File: config.mk
export PLATFORM = sky130hd
export DESIGN_NAME = cordic_rot_arbiter
export DESIGN_NICKNAME = d
export VERILOG_FILES = /design/src/rtl/cordic_rot_arbiter.sv
export SDC_FILE = /design/constraint.sdc
export NUM_CORES = 1
export LEC_CHECK = 0
export ABC_AREA = 1
export CORE_MARGIN = 5
export CORE_UTILIZATION = 30
export CTS_CLUSTER_DIAMETER = 120
export DETAILED_ROUTE_END_ITERATION = 6
export HOLD_SLACK_MARGIN = 0.02
export PLACE_DENSITY_LB_ADDON = 0.2
export SYNTH_ARGS = -nofsm -noshare
export SYNTH_HDL_FRONTEND = slang
export SYNTH_SLANG_ARGS = --single-unit
File: constraint.sdc
create_clock -name clk -period 3.1 [get_ports clk]
set_input_delay 0.62 -clock clk [delete_from_list [all_inputs] [get_ports clk]]
set_output_delay 0.62 -clock clk [all_outputs]
set_load 0.1 [all_outputs]
File: src/rtl/cordic_rot_arbiter.sv
// cordic_rot_arbiter: round-robin sharing of one pipelined CORDIC rotation engine with in-order result routing
module cordic_rot_arbiter #(
  parameter int DATA_WIDTH   = 16,
  parameter int ANGLE_WIDTH  = 16,
  parameter int N_REQ        = 2,
  parameter int MAX_INFLIGHT = 16
) (
  input  logic                          clk,
  input  logic                          rst,
  input  logic [N_REQ-1:0]              req_valid,
  output logic [N_REQ-1:0]              req_ready,
  input  logic [DATA_WIDTH*N_REQ-1:0]   req_xin_flat,
  input  logic [DATA_WIDTH*N_REQ-1:0]   req_yin_flat,
  input  logic [ANGLE_WIDTH*N_REQ-1:0]  req_angle_flat,
  input  logic [2*N_REQ-1:0]            req_quad_flat,
  input  logic [N_REQ-1:0]              req_microRot_n,
  output logic [N_REQ-1:0]              rsp_valid,
  output logic [DATA_WIDTH-1:0]         rsp_xout,
  output logic [DATA_WIDTH-1:0]         rsp_yout,
  output logic                          cordic_rot_en,
  output logic [DATA_WIDTH-1:0]         cordic_rot_xin_reg,
  output logic [DATA_WIDTH-1:0]         cordic_rot_yin_reg,
  output logic [ANGLE_WIDTH-1:0]        cordic_rot_angle_in_reg,
  output logic [1:0]                    cordic_rot_quad_in,
  output logic                          cordic_rot_angle_microRot_n,
  output logic                          cordic_rot_microRot_ext_vld,
  input  logic                          cordic_rot_opvld,
  input  logic [DATA_WIDTH-1:0]         cordic_rot_xout,
  input  logic [DATA_WIDTH-1:0]         cordic_rot_yout,
  input  logic                          drain_req,
  output logic                          drained,
  output logic                          err_unexpected_vld
);
  localparam int TW = $clog2(N_REQ);
  localparam int AW = $clog2(MAX_INFLIGHT);
  localparam int CW = AW + 1;
  typedef enum logic [1:0] {ACTIVE, DRAIN, IDLE_DRAINED} state_t;
  state_t state, state_nxt;
  logic [TW-1:0] ptr, gidx;
  logic [N_REQ-1:0] gnt;
  logic [CW-1:0] inflight_cnt;
  logic [TW-1:0] tag_mem [MAX_INFLIGHT];
  logic [AW-1:0] wr_ptr, rd_ptr;
  logic can_issue, grant, pop;
  assign can_issue = (inflight_cnt < CW'(MAX_INFLIGHT)) && !drain_req;
  assign req_ready = can_issue ? gnt : '0;
  assign grant = can_issue && |gnt;
  assign pop = cordic_rot_opvld && inflight_cnt != '0;
  assign cordic_rot_microRot_ext_vld = 1'b0;
  // round-robin search starting just above the last granted requester
  always_comb begin
    gnt = '0;
    gidx = ptr;
    for (int k = 1; k <= N_REQ; k++)
      if (gnt == '0 && req_valid[(int'(ptr) + k) % N_REQ]) begin
        gnt[(int'(ptr) + k) % N_REQ] = 1'b1;
        gidx = TW'((int'(ptr) + k) % N_REQ);
      end
  end
  // register the granted operands and strobe the engine the following cycle
  always_ff @(posedge clk) begin
    if (rst) begin
      cordic_rot_en <= 1'b0;
      cordic_rot_xin_reg <= '0;
      cordic_rot_yin_reg <= '0;
      cordic_rot_angle_in_reg <= '0;
      cordic_rot_quad_in <= '0;
      cordic_rot_angle_microRot_n <= 1'b0;
    end else begin
      cordic_rot_en <= grant;
      if (grant) begin
        cordic_rot_xin_reg <= req_xin_flat[gidx*DATA_WIDTH +: DATA_WIDTH];
        cordic_rot_yin_reg <= req_yin_flat[gidx*DATA_WIDTH +: DATA_WIDTH];
        cordic_rot_angle_in_reg <= req_angle_flat[gidx*ANGLE_WIDTH +: ANGLE_WIDTH];
        cordic_rot_quad_in <= req_quad_flat[gidx*2 +: 2];
        cordic_rot_angle_microRot_n <= req_microRot_n[gidx];
      end
    end
  end
  // owner tags of in-flight ops; storage needs no reset since pointers/count guard it
  always_ff @(posedge clk) begin
    if (grant) tag_mem[wr_ptr] <= gidx;
  end
  // rr pointer, fifo pointers, in-flight count and sticky error
  always_ff @(posedge clk) begin
    if (rst) begin
      ptr <= TW'(N_REQ - 1);
      wr_ptr <= '0;
      rd_ptr <= '0;
      inflight_cnt <= '0;
      err_unexpected_vld <= 1'b0;
    end else begin
      if (grant) ptr <= gidx;
      if (grant) wr_ptr <= wr_ptr + 1'b1;
      if (pop) rd_ptr <= rd_ptr + 1'b1;
      inflight_cnt <= inflight_cnt + CW'(grant) - CW'(pop);
      if (cordic_rot_opvld && inflight_cnt == '0) err_unexpected_vld <= 1'b1;
    end
  end
  // route each returning result to the owner at the head of the tag fifo
  always_ff @(posedge clk) begin
    if (rst) begin
      rsp_valid <= '0;
      rsp_xout <= '0;
      rsp_yout <= '0;
    end else begin
      rsp_valid <= pop ? N_REQ'(1) << tag_mem[rd_ptr] : '0;
      if (pop) begin
        rsp_xout <= cordic_rot_xout;
        rsp_yout <= cordic_rot_yout;
      end
    end
  end
  // drain fsm state register
  always_ff @(posedge clk) begin
    if (rst) state <= ACTIVE;
    else state <= state_nxt;
  end
  // drain fsm next state
  always_comb begin
    state_nxt = state;
    case (state)
      ACTIVE:       state_nxt = drain_req ? DRAIN : ACTIVE;
      DRAIN:        state_nxt = inflight_cnt == '0 ? IDLE_DRAINED : DRAIN;
      IDLE_DRAINED: state_nxt = drain_req ? IDLE_DRAINED : ACTIVE;
      default:      state_nxt = ACTIVE;
    endcase
  end
  // drain fsm output
  always_comb drained = state == IDLE_DRAINED;
endmodule

**Yosys cells after proc, flatten, opt, wreduce, memory -nomap -nowiden**

Memory sizes are Yosys's and may differ from the RTL's. A register that Yosys moved wholly into a read port is not among the register bits.
Cells that the tools add are included.

- Memory bits (writable): 16
- Register bits after elaboration: 103
- Bits of input ports: 140
- Output and inout port bits: 91
- Memories: 1

- Equality and inequality tests: 2
- $add $sub $neg: 6
- Order comparisons: 6
- Reduce and logical (&&, ||, !) cells: 14
- Multiplexer cells: 25
- Shift operators: 5
- Bitwise gates (word level): 4

Memories:

| name | words | bits a word | rd ports | clocked after memory_dff | write ports | RTL line | RTL |
|---|---|---|---|---|---|---|---|
| tag_mem | 16 | 1 | 1 | 1 | 1 | 42 | `logic [TW-1:0] tag_mem [MAX_INFLIGHT];` |

Operators by type and width:

| operator | count |
|---|---|
| $shiftx A32 B6 Y16 | 3 |
| $mux W1 | 15 |
| $mux W2 | 5 |
| $add A4 B1 Y4 const B | 2 |
| $mux W4 | 2 |
| $logic_and A1 B1 Y1 | 7 |
| $lt A2 B3 Y1 const B | 2 |
| $pmux W2 S3 | 1 |
| $add A5 B1 Y5 | 1 |
| $logic_not A5 Y1 | 1 |
| $lt A5 B5 Y1 const B | 1 |
| $reduce_bool A5 Y1 | 1 |
| $sub A5 B1 Y5 | 1 |
| $ge A2 B1 Y1 const B | 2 |
| $logic_not A2 Y1 | 2 |
| $reduce_or A2 Y1 | 2 |
| $shiftx A4 B3 Y2 | 1 |
| $add A1 B1 Y1 const B | 2 |
| $and A1 B1 Y1 const A | 2 |
| $demux W1 S1 | 2 |
| $eq A2 B1 Y1 const B | 1 |
| $eq A2 B2 Y1 const B | 1 |
| $lt A1 B2 Y1 const B | 1 |
| $or A2 B2 Y2 | 1 |
| other kinds (3) | 3 |

**Longest topological paths before layout**

- Depth after elaboration: 14
- Mapped depth: 15
- Mapped depth without buffers: 13

**Worst setup path before layout**

OpenSTA, ideal clock, no wires.

- Path kind: in2reg
- Start point: in drain_req
- End point: reg inflight_cnt[4]
- Stages on the path: 14
- Data required time: 2.978 ns
- Arrival time: 2.365 ns
- Buffers on the path: 2
- Path slack: 0.613 ns
- Cell sequence: nor2_4 > nand3_2 > nand2_2 > inv_2 > buf_6 > buf_6 > nand2_1 > nand2_1 > ha_1 > fa_1 > a21oi_1 > o21bai_1 > o21ai_0 > a21oi_1

- Word-level cells in the longest chain between the ends: 5

Ends and longest elaborated chain:

| what | RTL line | RTL |
|---|---|---|
| start, declared | 30 | `input logic drain_req,` |
| $logic_not A1 Y1 | 45 | `assign can_issue = (inflight_cnt < CW'(MAX_INFLIGHT)) && !drain_req;` |
| $logic_and A1 B1 Y1 | 45 |  |
| $logic_and A1 B1 Y1 | 47 | `assign grant = can_issue && \|gnt;` |
| $add A5 B1 Y5 | 96 | `inflight_cnt <= inflight_cnt + CW'(grant) - CW'(pop);` |
| $sub A5 B1 Y5 | 96 |  |
| end signal, assigned | 96 |  |
| end, declared | 41 | `logic [CW-1:0] inflight_cnt;` |

No other way between the ends.
A chain may end at the register's enable or synchronous reset.

**Final worst setup path**

Same ends and word-level chain as after synthesis.

==> reports/metrics.csv <==
metric,value,unit
outcome,"complete, no violations",
Max Cap Viol,0,
Via density,4.299,
RSZ-0062 raised after global routing,false,
Worst Tran Pin Value,0.6393,ns
switching part of the total power,47.68,%
num rows,49,
WP depth,13,
share of layout cells above drive strength 1,14.54,%
synth-to-layout area growth,51.14,%
Seq. cell area,0.002623,sq mm
worst ir drop on vdd,0.0005505,V
Yosys top cell area share,39.29,%
unique cell type count in the Yosys netlist,30,
Final Hold Vio Count,0,
static leakage,3.690,nW
all-layer global routing usage,14.67,%
PwrDens,918.4,mW/mm^2
Routability Congestion,0.7790,
Crit Reg-Reg Endpoint,inflight_cnt[4],
drt first pass iters,4,
post-synth top area cell,dfxtp_1,
clk_lat worst skew,0.41,ns
drt first-iter violations,278,
Die Ht,144.8,microns
Met3 Wirelength,1645,microns
largest family of logic cells by synthesized area,simple AND/OR/NAND/NOR gates,
CP cell instances,clkdlybuf4s50_1 -> nor2_4 -> nand3_2 -> nand2_2 -> inv_2 -> nand2_1 -> nand2_1 -> ha_1 -> fa_1 -> a21oi_1 -> o21bai_1 -> o21ai_0 -> a21oi_1,
CP startpoint kind,input port,
kind of critical path,in2reg,
Tot Pwr,7.567,mW
crit path from,drain_req,
Die Wd,144.8,microns
adder-cell area share of the yosys netlist,2.662,%
Net Sw Power,3.608,mW
DRC viols,0,
multi-input logic area,0.002252,sq mm
number of routed nets with antenna violations,0,
post-synthesis compound-gate area fraction,15.13,%
number of fill cells,1871,
die area,0.02097,sq mm
setup violators final,0,
Hold WC Path Type,reg2reg,
Top delay family on crit path,adder cells,
max_slew headroom,57.38,%
"slowest stage delay, CP",0.48,ns
Critical-path top delay cell,clkdlybuf4s50_1,
crit end category,register,
register area share after synthesis,48.11,%
"commonest non-fill, non-tap cells in the layout","nor2_1 (194), clkdlybuf4s50_1 (139), o21ai_0 (136)",
Routed met1 length,6620,microns
via count,5155,
antenna fix cells,0,
Final Max Tran Viols,0,
Min-Delay Startpoint,err_unexpected_vld,
Critical R2R Launch,inflight_cnt[2],
hold buffers post-CTS,0,
post-synthesis mux area share,0,%
register share of total power,27.9,%
TritonCTS Buffers,17,
post-CTS setup buffer count,0,
Detailed Place HPWL,11160,microns
Final Util,46.02,%
Post-Synth Simple-Gate Area,22.68,%
Internal,3.959,mW
R2R cell count,13,
reg2reg setup slack,0.86,ns
residual overflow from global routing,0,
antenna violations before repair,0,
Clk network pwr share,25.2,%
synth top area cells,"dfxtp_1 (39%), nor2_1 (13%), o21ai_0 (12%)",
post-cts sizing count,0,
worst-case clock buffer depth,2,
power share of the combinational group,46.9,%
placeable core region,0.01790,sq mm
CTS H-tree depth,4,
vias in the first global route,4775,
Ys Warns,0,
Synth Register Bits,123,
"Reg clk slew, reported paths",0.06,ns
worst hold margin,0.4514,ns
Worst Hold Endpoint,err_unexpected_vld,
Initial Util,30.45,%
Cells after Synth,742,
Fmax achieved,406.6,MHz
Synth Net Count,893,
drt total wl,15470,microns
worst clock skew,0.008900,ns
"commonest non-fill, non-tap cell in the layout",nor2_1,
fin crit period,2.460,ns
mean post-synth cell area,7.347,sq um
Top Ports,231,
largest net degree at the start of global routing,73,
clk root buf,clkbuf_16,
post-synthesis xor/xnor area fraction,0.6426,%
WHS Path Cells,2,
nets,1108,
fin cells,1199,
metal2 WL,7042,microns
Placed Cells,1167,
Top Metal Used,met4,
Mapped Area,0.005451,sq mm
WP data arrival,2.75,ns
CP Data Required Time,3.39,ns
Final Cycle Share,79.34,%
CTS tree,done,
worst-path maximum fanout,4,
clock sink count,123,
port bufs,229,
routed len/inst,12.90,microns
first-pass GRT wire length,24120,microns
Crit path buffers/inverters,2,
final setup TNS,0,ns
## worst reg2reg max path: stages (launching register included)
cell      delay (ns)
dfxtp_1         0.31
inv_1           0.07
ha_1            0.22
nand3_2         0.14
nand2_4         0.10
inv_2           0.04
nand2_1         0.11
nand2_1         0.07
ha_1            0.21
fa_1            0.40
a21oi_1         0.16
o21bai_1        0.08
o21ai_0         0.15
a21oi_1         0.06
## how the worst max path moves through the flow
stage,to
final,inflight_cnt[4]
after CTS,inflight_cnt[4]
after global placement,inflight_cnt[4]
after floorplan,inflight_cnt[4]
after detailed placement,inflight_cnt[4]
after global routing,inflight_cnt[4]
## power by group through the flow
| stage | Clock, mW | Sequential, mW | Combinational [mW] |
|---|---|---|---|
| after global placement | 0 | 2.14 | 3.58 |
| after global routing | 2.04 | 2.15 | 3.80 |
| after floorplan | 0 | 3.87 | 1.03 |
| final | 1.91 | 2.11 | 3.55 |
| after CTS | 1.96 | 2.12 | 3.59 |
| after detailed placement | 0 | 2.15 | 3.59 |
## logic make-up (layout without fill, tap and decap cells)
logic type / count (synthesis) / in the layout
xor gates and xnor gates: 4 / 4
buffers and inverters: 127 / 355
adders and majority gates: 11 / 11
and+or+nand+nor: 314 / 314
AOI/OAI and AO/OA: 162 / 162
DFF: 123 / 123
other: 1 / 1
## through the flow
step | instance area, sq um | worst slack, ns
floorplan | 5451 | 0.6132
global placement | 7669 | 0.2405
detailed placement | 7669 | 0.2141
CTS | 8239 | 0.6473
global route | 8239 | 0.3537
finish | 8239 | 0.6405
## layout make-up
class,instances,area share [%]
Clock buffer,21,5.588
Clock inverter,11,1.336
Inverter,84,3.827
Multi-Input combinational cell,492,27.33
Sequential cell,123,31.83
Tap cell,229,3.478
Timing Repair Buffer,239,26.61
## Yosys cell counts
library cell,instances
o21bai_1,1
nand3_2,3
conb_1,1
dfxtp_1,107
buf_4,8
clkbuf_2,1
inv_1,81
buf_6,8
a21oi_1,16
buf_2,13
o21ai_2,1
edfxtp_1,16
nand2_4,1
clkbuf_1,13
nor2_4,1
o21ai_1,5
nor2_1,194
nand3_1,15
o21ai_0,136
nand2_2,1
nand4_1,1
a21o_1,1
nand2_1,98
inv_2,3
xor2_1,1
o31ai_1,1
fa_1,1
xnor2_1,3
o211ai_1,1
ha_1,10
## metal layers
layer | track usage, % | vias to the layer above
met2 | 23.47 | 168
met4 | 4.713 | 0
met1 | 17.47 | 2208
li1 | - | 2765
met3 | 6.901 | 14
met5 | 0 | -
(Power assumes the default switching activity.)
